**config.mk**
```make
export PLATFORM = sky130hd
export DESIGN_NAME = conv_read_sequencer
export DESIGN_NICKNAME = d
export VERILOG_FILES = /design/src/rtl/conv_read_sequencer.sv
export SDC_FILE = /design/constraint.sdc
export NUM_CORES = 1
export LEC_CHECK = 0
export BUFFER_PORTS_ARGS = -buffer_cell sky130_fd_sc_hd__buf_2
export CORE_ASPECT_RATIO = 0.75
export CORE_MARGIN = 2
export CORE_UTILIZATION = 30
export DETAILED_ROUTE_END_ITERATION = 7
export GPL_ROUTABILITY_DRIVEN = 0
export PLACE_DENSITY = 0.62
export SETUP_SLACK_MARGIN = 0.4
export SLEW_MARGIN = 20
export SYNTH_ARGS = -nofsm -noshare
export SYNTH_HDL_FRONTEND = slang
export SYNTH_SLANG_ARGS = --single-unit
```
**constraint.sdc**
```tcl
create_clock -name clk -period 3.3 [get_ports clk]
set_clock_uncertainty 0.05 [all_clocks]
set_input_delay 0.495 -clock clk [delete_from_list [all_inputs] [get_ports clk]]
set_output_delay 0.495 -clock clk [all_outputs]
set_load 0.01 [all_outputs]
```
**src/rtl/conv_read_sequencer.sv**
```systemverilog
// Read scheduler for the shared read master. It runs a layer as a sequence of tiles:
// start pulse, weight beat, feature lines, then engine completion. It also tracks
// free line-buffer slots as credits and raises Halt_o when few remain.
//
// state  | meaning
// -------+-------------------------------------------------------------
// IDLE   | waiting for Go_i; configuration may be relatched
// START  | one-cycle Start_o pulse to the read master for the current tile
// WGT    | waiting for the weight beat
// FEAT   | receiving feature lines until the last line of the tile
// DRAIN  | waiting for the compute engine to finish the tile
// DONE   | one-cycle Done_o pulse, layer complete
module conv_read_sequencer #(
    parameter int BUF_DEPTH   = 64,
    parameter int HALT_MARGIN = 3
) (
    input  logic       clk,
    input  logic       rstn,
    input  logic       Go_i,
    input  logic [7:0] TileCount_i,
    input  logic [8:0] Height_i,
    input  logic       WgtOnly_i,
    input  logic       Abort_i,
    output logic       Start_o,
    output logic [8:0] Height_o,
    output logic       Share_o,
    output logic       Halt_o,
    input  logic       WBValid_i,
    input  logic       IBValid_i,
    input  logic       IBLast_i,
    input  logic       LineFree_i,
    input  logic       EngineDone_i,
    output logic       Busy_o,
    output logic       Done_o,
    output logic [7:0] TileIdx_o,
    output logic [8:0] Credits_o
);

    typedef enum logic [2:0] {
        S_IDLE  = 3'd0,
        S_START = 3'd1,
        S_WGT   = 3'd2,
        S_FEAT  = 3'd3,
        S_DRAIN = 3'd4,
        S_DONE  = 3'd5
    } state_t;

    localparam logic [8:0] CRED_MAX  = 9'(BUF_DEPTH);
    localparam logic [8:0] CRED_HALT = 9'(HALT_MARGIN);

    state_t     state_q, state_d;
    logic [7:0] last_idx_q, last_idx_d;
    logic [8:0] height_q, height_d;
    logic       share_q, share_d;
    logic [7:0] tile_idx_q, tile_idx_d;
    logic [8:0] credits_q, credits_d;
    logic       halt_q, halt_d;

    logic       go_accept;
    logic       last_tile;
    logic       busy_next;

    assign go_accept = (state_q == S_IDLE) && Go_i && !Abort_i;
    assign last_tile = (tile_idx_q == last_idx_q);

    // State and datapath registers
    always_ff @(posedge clk or negedge rstn) begin
        if (!rstn) begin
            state_q    <= S_IDLE;
            last_idx_q <= 8'd0;
            height_q   <= 9'd0;
            share_q    <= 1'b1;
            tile_idx_q <= 8'd0;
            credits_q  <= CRED_MAX;
            halt_q     <= 1'b0;
        end else begin
            state_q    <= state_d;
            last_idx_q <= last_idx_d;
            height_q   <= height_d;
            share_q    <= share_d;
            tile_idx_q <= tile_idx_d;
            credits_q  <= credits_d;
            halt_q     <= halt_d;
        end
    end

    // Next-state logic; abort overrides every transition
    always_comb begin
        state_d = state_q;
        case (state_q)
            S_IDLE:  if (Go_i) state_d = S_START;
            S_START: state_d = S_WGT;
            S_WGT:   if (WBValid_i) state_d = share_q ? S_FEAT : S_DRAIN;
            S_FEAT:  if (IBValid_i && IBLast_i) state_d = S_DRAIN;
            S_DRAIN: if (EngineDone_i) state_d = last_tile ? S_DONE : S_START;
            S_DONE:  state_d = S_IDLE;
            default: state_d = S_IDLE;
        endcase
        if (Abort_i) state_d = S_IDLE;
    end

    // Configuration latch and tile index; TileCount of 0 runs a single tile
    always_comb begin
        last_idx_d = last_idx_q;
        height_d   = height_q;
        share_d    = share_q;
        tile_idx_d = tile_idx_q;
        if (Abort_i) begin
            tile_idx_d = 8'd0;
        end else if (go_accept) begin
            last_idx_d = (TileCount_i == 8'd0) ? 8'd0 : TileCount_i - 8'd1;
            height_d   = Height_i;
            share_d    = !WgtOnly_i;
            tile_idx_d = 8'd0;
        end else if (state_q == S_DRAIN && EngineDone_i && !last_tile) begin
            tile_idx_d = tile_idx_q + 8'd1;
        end
    end

    // Credit counter saturates at both ends; halt is computed from next-cycle values so it is registered
    always_comb begin
        credits_d = credits_q;
        if (IBValid_i && !LineFree_i && credits_q != 9'd0) begin
            credits_d = credits_q - 9'd1;
        end else if (LineFree_i && !IBValid_i && credits_q < CRED_MAX) begin
            credits_d = credits_q + 9'd1;
        end
        busy_next = (state_d != S_IDLE) && (state_d != S_DONE);
        halt_d    = busy_next && (credits_d <= CRED_HALT);
    end

    // Moore outputs
    always_comb begin
        Start_o   = (state_q == S_START);
        Done_o    = (state_q == S_DONE);
        Busy_o    = (state_q != S_IDLE);
        Height_o  = height_q;
        Share_o   = share_q;
        Halt_o    = halt_q;
        TileIdx_o = tile_idx_q;
        Credits_o = credits_q;
    end

endmodule
```
# [After elaboration in Yosys (flattened, before gate mapping)]
# Index checks and enable logic that the tools add are counted.
[op_classes] n_addsub=4 mul=0 n_div=0 n_lt_le_gt_ge=2 n_eq_ne=7 shift=0 mux=14 bitwise=1 n_reduce_logical=23
[op_table] cell="$mux 8" count=4
[op_table] cell="$mux 3" count=7
[op_table] cell="$mux 9" count=2
[op_table] cell="$pmux 3 s5" count=1
[op_table] cell="$logic_and 1x1->1" count=11
[op_table] cell="$add 9x1->9 const B" count=1
[op_table] cell="$le 9x2->1 const B" count=1
[op_table] cell="$lt 9x7->1 const B" count=1
[op_table] cell="$reduce_bool 3->1" count=3
[op_table] cell="$reduce_bool 9->1" count=1
[op_table] cell="$sub 9x1->9 const B" count=1
[op_table] cell="$add 8x1->8 const B" count=1
[op_table] cell="$eq 8x8->1" count=1
[op_table] cell="$logic_not 8->1" count=1
[op_table] cell="$sub 8x1->8 const B" count=1
[op_table] cell="$eq 3x2->1 const B" count=2
[op_table] cell="$eq 3x3->1 const B" count=2
[op_table] cell="$logic_not 1->1" count=5
[op_table] cell="$eq 3x1->1 const B" count=1
[op_table] cell="$logic_not 3->1" count=1
[op_table] cell="$ne 3x3->1 const B" count=1
[op_table] cell="$reduce_and 2->1" count=1
[op_table] cell="$not 1->1" count=1
[totals] reg_bits=39 latch_bits=0 mem_bits_rw=0 rom_bits=0 inputBits=27 output_inout_bits=31 elab_cells=58 n_memories=0

# [Depth between registers and ports, before layout]
[depth] depth_word=8 depth_mapped=8 ltp_nobuf=8

# [Worst setup path before layout]
# No wires, ideal clock.
[synth_timing] kind="input to register" from="input port LineFree_i" to="register halt_q, in the netlist Halt_o" arrival_ns=2.014 path_slack_ns=1.142 cell_stages=6 cell_sequence="or4b_4 > or4_1 > nand3_2 > o21ai_2 > nor4_2 > nor4b_4"
[synth_between] elab_chain_cells=6 elab_cells_between_ends=9 classes_between="order compare (1); mux (2); reduce/logical (6)"
[synth_rtl] item="start: declaration" line="31" rtl="input logic LineFree_i,"
[synth_rtl] item="$logic_and 1x1->1 or $logic_not 1->1 (tied branches)" line="125, 123"
[synth_rtl] item="$logic_and 1x1->1 (on tied branches)" line="125, 123"
[synth_rtl] item="$mux 9 or $logic_and 1x1->1 (tied branches)" line="125, 123"
[synth_rtl] item="$mux 9 *" line="123" rtl="if (IBValid_i && !LineFree_i && credits_q != 9'd0) begin"
[synth_rtl] item="net credits_d[5]" line="56" rtl="logic [8:0] credits_q, credits_d;"
[synth_rtl] item="$le 9x2->1 *" line="129" rtl="halt_d = busy_next && (credits_d <= CRED_HALT);"
[synth_rtl] item="$logic_and 1x1->1 *" line="129"
[synth_rtl] item="net halt_d" line="57" rtl="logic halt_q, halt_d;"
[synth_rtl] item="end signal: assignment" line="83" rtl="halt_q <= halt_d;"
[synth_rtl] item="end: declaration" line="57"
# The timed path passes the listed nets; every way through them passes the cells marked *.
# A chain may end at the register's enable or synchronous reset.

# [Worst setup path in the final report]
[layout_timing] from="register credits_q[0], in the netlist Credits_o[0]" to="register halt_q, in the netlist Halt_o"
[layout_between] elab_chain_cells=6 elab_cells_between_ends=10 classes_between="add/sub (2); order compare (2); mux (2); reduce/logical (4)"
[layout_rtl] item="start: declaration" line="56"
[layout_rtl] item="start signal: assignment" line="82" rtl="credits_q <= credits_d;"
[layout_rtl] item="$lt 9x7->1" line="125" rtl="end else if (LineFree_i && !IBValid_i && credits_q < CRED_MAX) begin"
[layout_rtl] item="$logic_and 1x1->1" line="125"
[layout_rtl] item="$mux 9" line="125"
[layout_rtl] item="$mux 9 *" line="123"
[layout_rtl] item="net credits_d[2]" line="56"
[layout_rtl] item="$le 9x2->1 *" line="129"
[layout_rtl] item="$logic_and 1x1->1 *" line="129"
[layout_rtl] item="net halt_d" line="57"
# Marked as above.

==> metrics.cfg <==
[status]
outcome=completed

[timing]
finalCritPeriodShare=0.702
rsz0062_at_grt=no
fin_crit_ns=2.32
final_max_slew_viol_count=0
worstMarginPinSlew_ns=0.912
setup_violations=0
hold_viol_final=0
setup_tns_ns=0
whs_ns=0.274
relSlewSlack=0.392
fmaxAchievable_mhz=432

[yosys]
synth_xor_area_frac=0.100
synth_area_leader_cell=dfrtp_1
synth_top_family_by_area=simple AND/OR/NAND/NOR gates
ys_top_cells_by_area=dfrtp_1, xnor2_1, nand2_1
postSynthCellCount=236
ys_types=52
synth_fa_ha_area_frac=0.0286
yosysSeqAreaShare=0.447
syn-cell-area_um2=2190
ys_ff_latch=39
syn_area_per_cell_um2=9.27
yosys.area_share.simple=0.296
muxShareOfSynthArea=0.0143
synth_edf_count=0
ys.flop_type=dfrtp_1
synth_warnings=0
synth-compound-area-share=0.0864
synthArstFlopShare=1.00
synth_top_cell_area_share=0.423
synth_nets=268

[floorplanning]
rows=26
die_y_um=77.9
dieArea_um2=8000
start_util=0.316
die_w_um=103
ios=58
coreArea_um2=6930

[finish]
final_util=0.387
nFillCells=702
diodes=0
stdcell_count=392
regArea_um2=978
area_delta_synth_final_pct=22.7
multi_input_area_um2=1150
final_nets=325
drive_above_1_share=0.289

[worst_setup_path]
r2r_end=Halt_o
crit_required_ns=3.45
crit_path_cell_trace=inv_1, ha_1, nor4b_2, nand2b_4, a22oi_2, xnor2_1, nor4_2, nor4b_4
crit_type=flip-flop to flip-flop
reg2reg_depth=8
rrSetupSlack_ns=0.98
start_kind=flip-flop
cp-end-kind=flip-flop
cp_slowest_cell=nor4b_2
worstPathMaxFanout=5
path_delay_family=simple AND/OR/NAND/NOR gates
worst-path-buf-inv=1
arrival_ns=2.46
max_stage_delay_ns=0.49
crit-reg2reg-launch=Credits_o[0]

[clocking]
tritoncts=done
htree_levels=2
numCtsBuffers=5
clock-sinks=39
cts_resized=0
cts_buffer_depth=2
cts_setup_buffers=0
clkTransAtPathRegs_ns=0.08
clock_latency_ns=0.29
hold_buffers=0
cts_root_buffer=clkbuf_8

[global_routing]
grt_pass1_wl_um=8680
grt_pass1_vias=1760
grt_use_total=0.139
antenna_found_initial=0
overflow=0
grt_max_degree=40

[placement]
portBuffers=57
dp.cells=384
post-dp-hpwl_um=3870

[detailed_routing]
wl_um=5130
ant_nets=0
wl_per_cell_um=13.1
routed_via_density=4.69
drcViolationCount=0
drtIter0Drc=62
dr.pass1.iters=4
vias=1840

[pwr]
power.leakage_nw=1.27
power.density_nw_per_um2=630
ir_drop_uv=154

[flow_run]
maxCapViolations=0

[hold_path]
hold_class=input pin to asynchronous set/reset pin

## stage by stage
step / power (mW) / worst slack [ns] / cell area (um^2)
2_1_floorplan: 1.10 / 1.14 / 2190
6_report: 1.69 / 0.985 / 2680
5_1_grt: 1.83 / 0.759 / 2680
3_5_place_dp: 1.29 / 0.904 / 2560
3_3_place_gp: 1.28 / 0.978 / 2560
4_1_cts: 1.72 / 0.951 / 2680
## state kept, by name (all words and copies together), names as in the netlist
| name | count |
|---|---|
| last_idx_q | 8 |
| Halt_o | 1 |
| Share_o | 1 |
| Credits_o | 9 |
| TileIdx_o | 8 |
| state_q | 3 |
| Height_o | 9 |
## area by class of cell
cell class,instances,area share
clock buffer,6,0.0308
clock inverter,2,0.0131
inverter,6,0.00840
multi-input combinational,183,0.428
sequential,39,0.365
tap,98,0.0457
timing repair buffer,58,0.109
## report_power, final
group          total [mW]  internal [mW]  switching (mW)
sequential          0.734          0.593           0.141
combinational       0.544          0.246           0.298
clock               0.412          0.245           0.167
## cells by family after synthesis
| kind of cell | count (synthesis) |
|---|---|
| multiplexers | 3 |
| XOR/XNOR | 25 |
| buffers and inverters | 14 |
| flip-flops | 39 |
| AO/OA/AOI/OAI | 28 |
| AND/OR/NAND/NOR | 122 |
| adder cells (fa/ha/maj) | 5 |
## cells in the final DEF, fill, tap and decap left out, types with 3 or more instances in the layout
cell	count
nand2b_1	5
ha_1	5
dfrtp_1	37
nand2_1	49
a21oi_1	3
xor2_1	3
o21ai_0	10
clkbuf_8	6
inv_1	6
and3b_1	3
nand3_1	3
nand4_1	3
a31oi_1	3
buf_2	57
nor3_1	8
xnor2_1	22
nor2_1	27
## Yosys cell counts (2+ instances only)
library cell / count
nand2_1: 49
dfrtp_1: 37
nor2_1: 27
xnor2_1: 22
o21ai_0: 10
nor3_1: 8
clkbuf_1: 6
inv_1: 6
ha_1: 5
nand2b_1: 5
a21oi_1: 3
a31oi_1: 3
and3b_1: 3
nand3_1: 3
nand4_1: 3
xor2_1: 3
dfstp_2: 2
mux2i_1: 2
nor2b_1: 2
nor3b_1: 2
or2_2: 2
or4_1: 2
or4_4: 2
## routing by layer
metal  track usage  up-vias  part of all wire
met5             0        -                 0
met4        0.0427        0             0.012
met3        0.0423        8             0.062
met2         0.201       44              0.44
met1         0.198      875              0.49
li1              -      913                 -
## worst max-delay path by stage
stage	slack, ns	cells past startpoint	startpoint	to
2_1_floorplan	1.14	6	LineFree_i	Halt_o
3_3_place_gp	0.98	7	LineFree_i	Halt_o
3_5_place_dp	0.90	7	LineFree_i	Halt_o
4_1_cts	0.95	8	Credits_o[0]	Halt_o
5_1_grt	0.76	8	Credits_o[0]	Halt_o
6_report	0.98	8	Credits_o[0]	Halt_o
No activity file was read; power rests on OpenSTA's default activity.
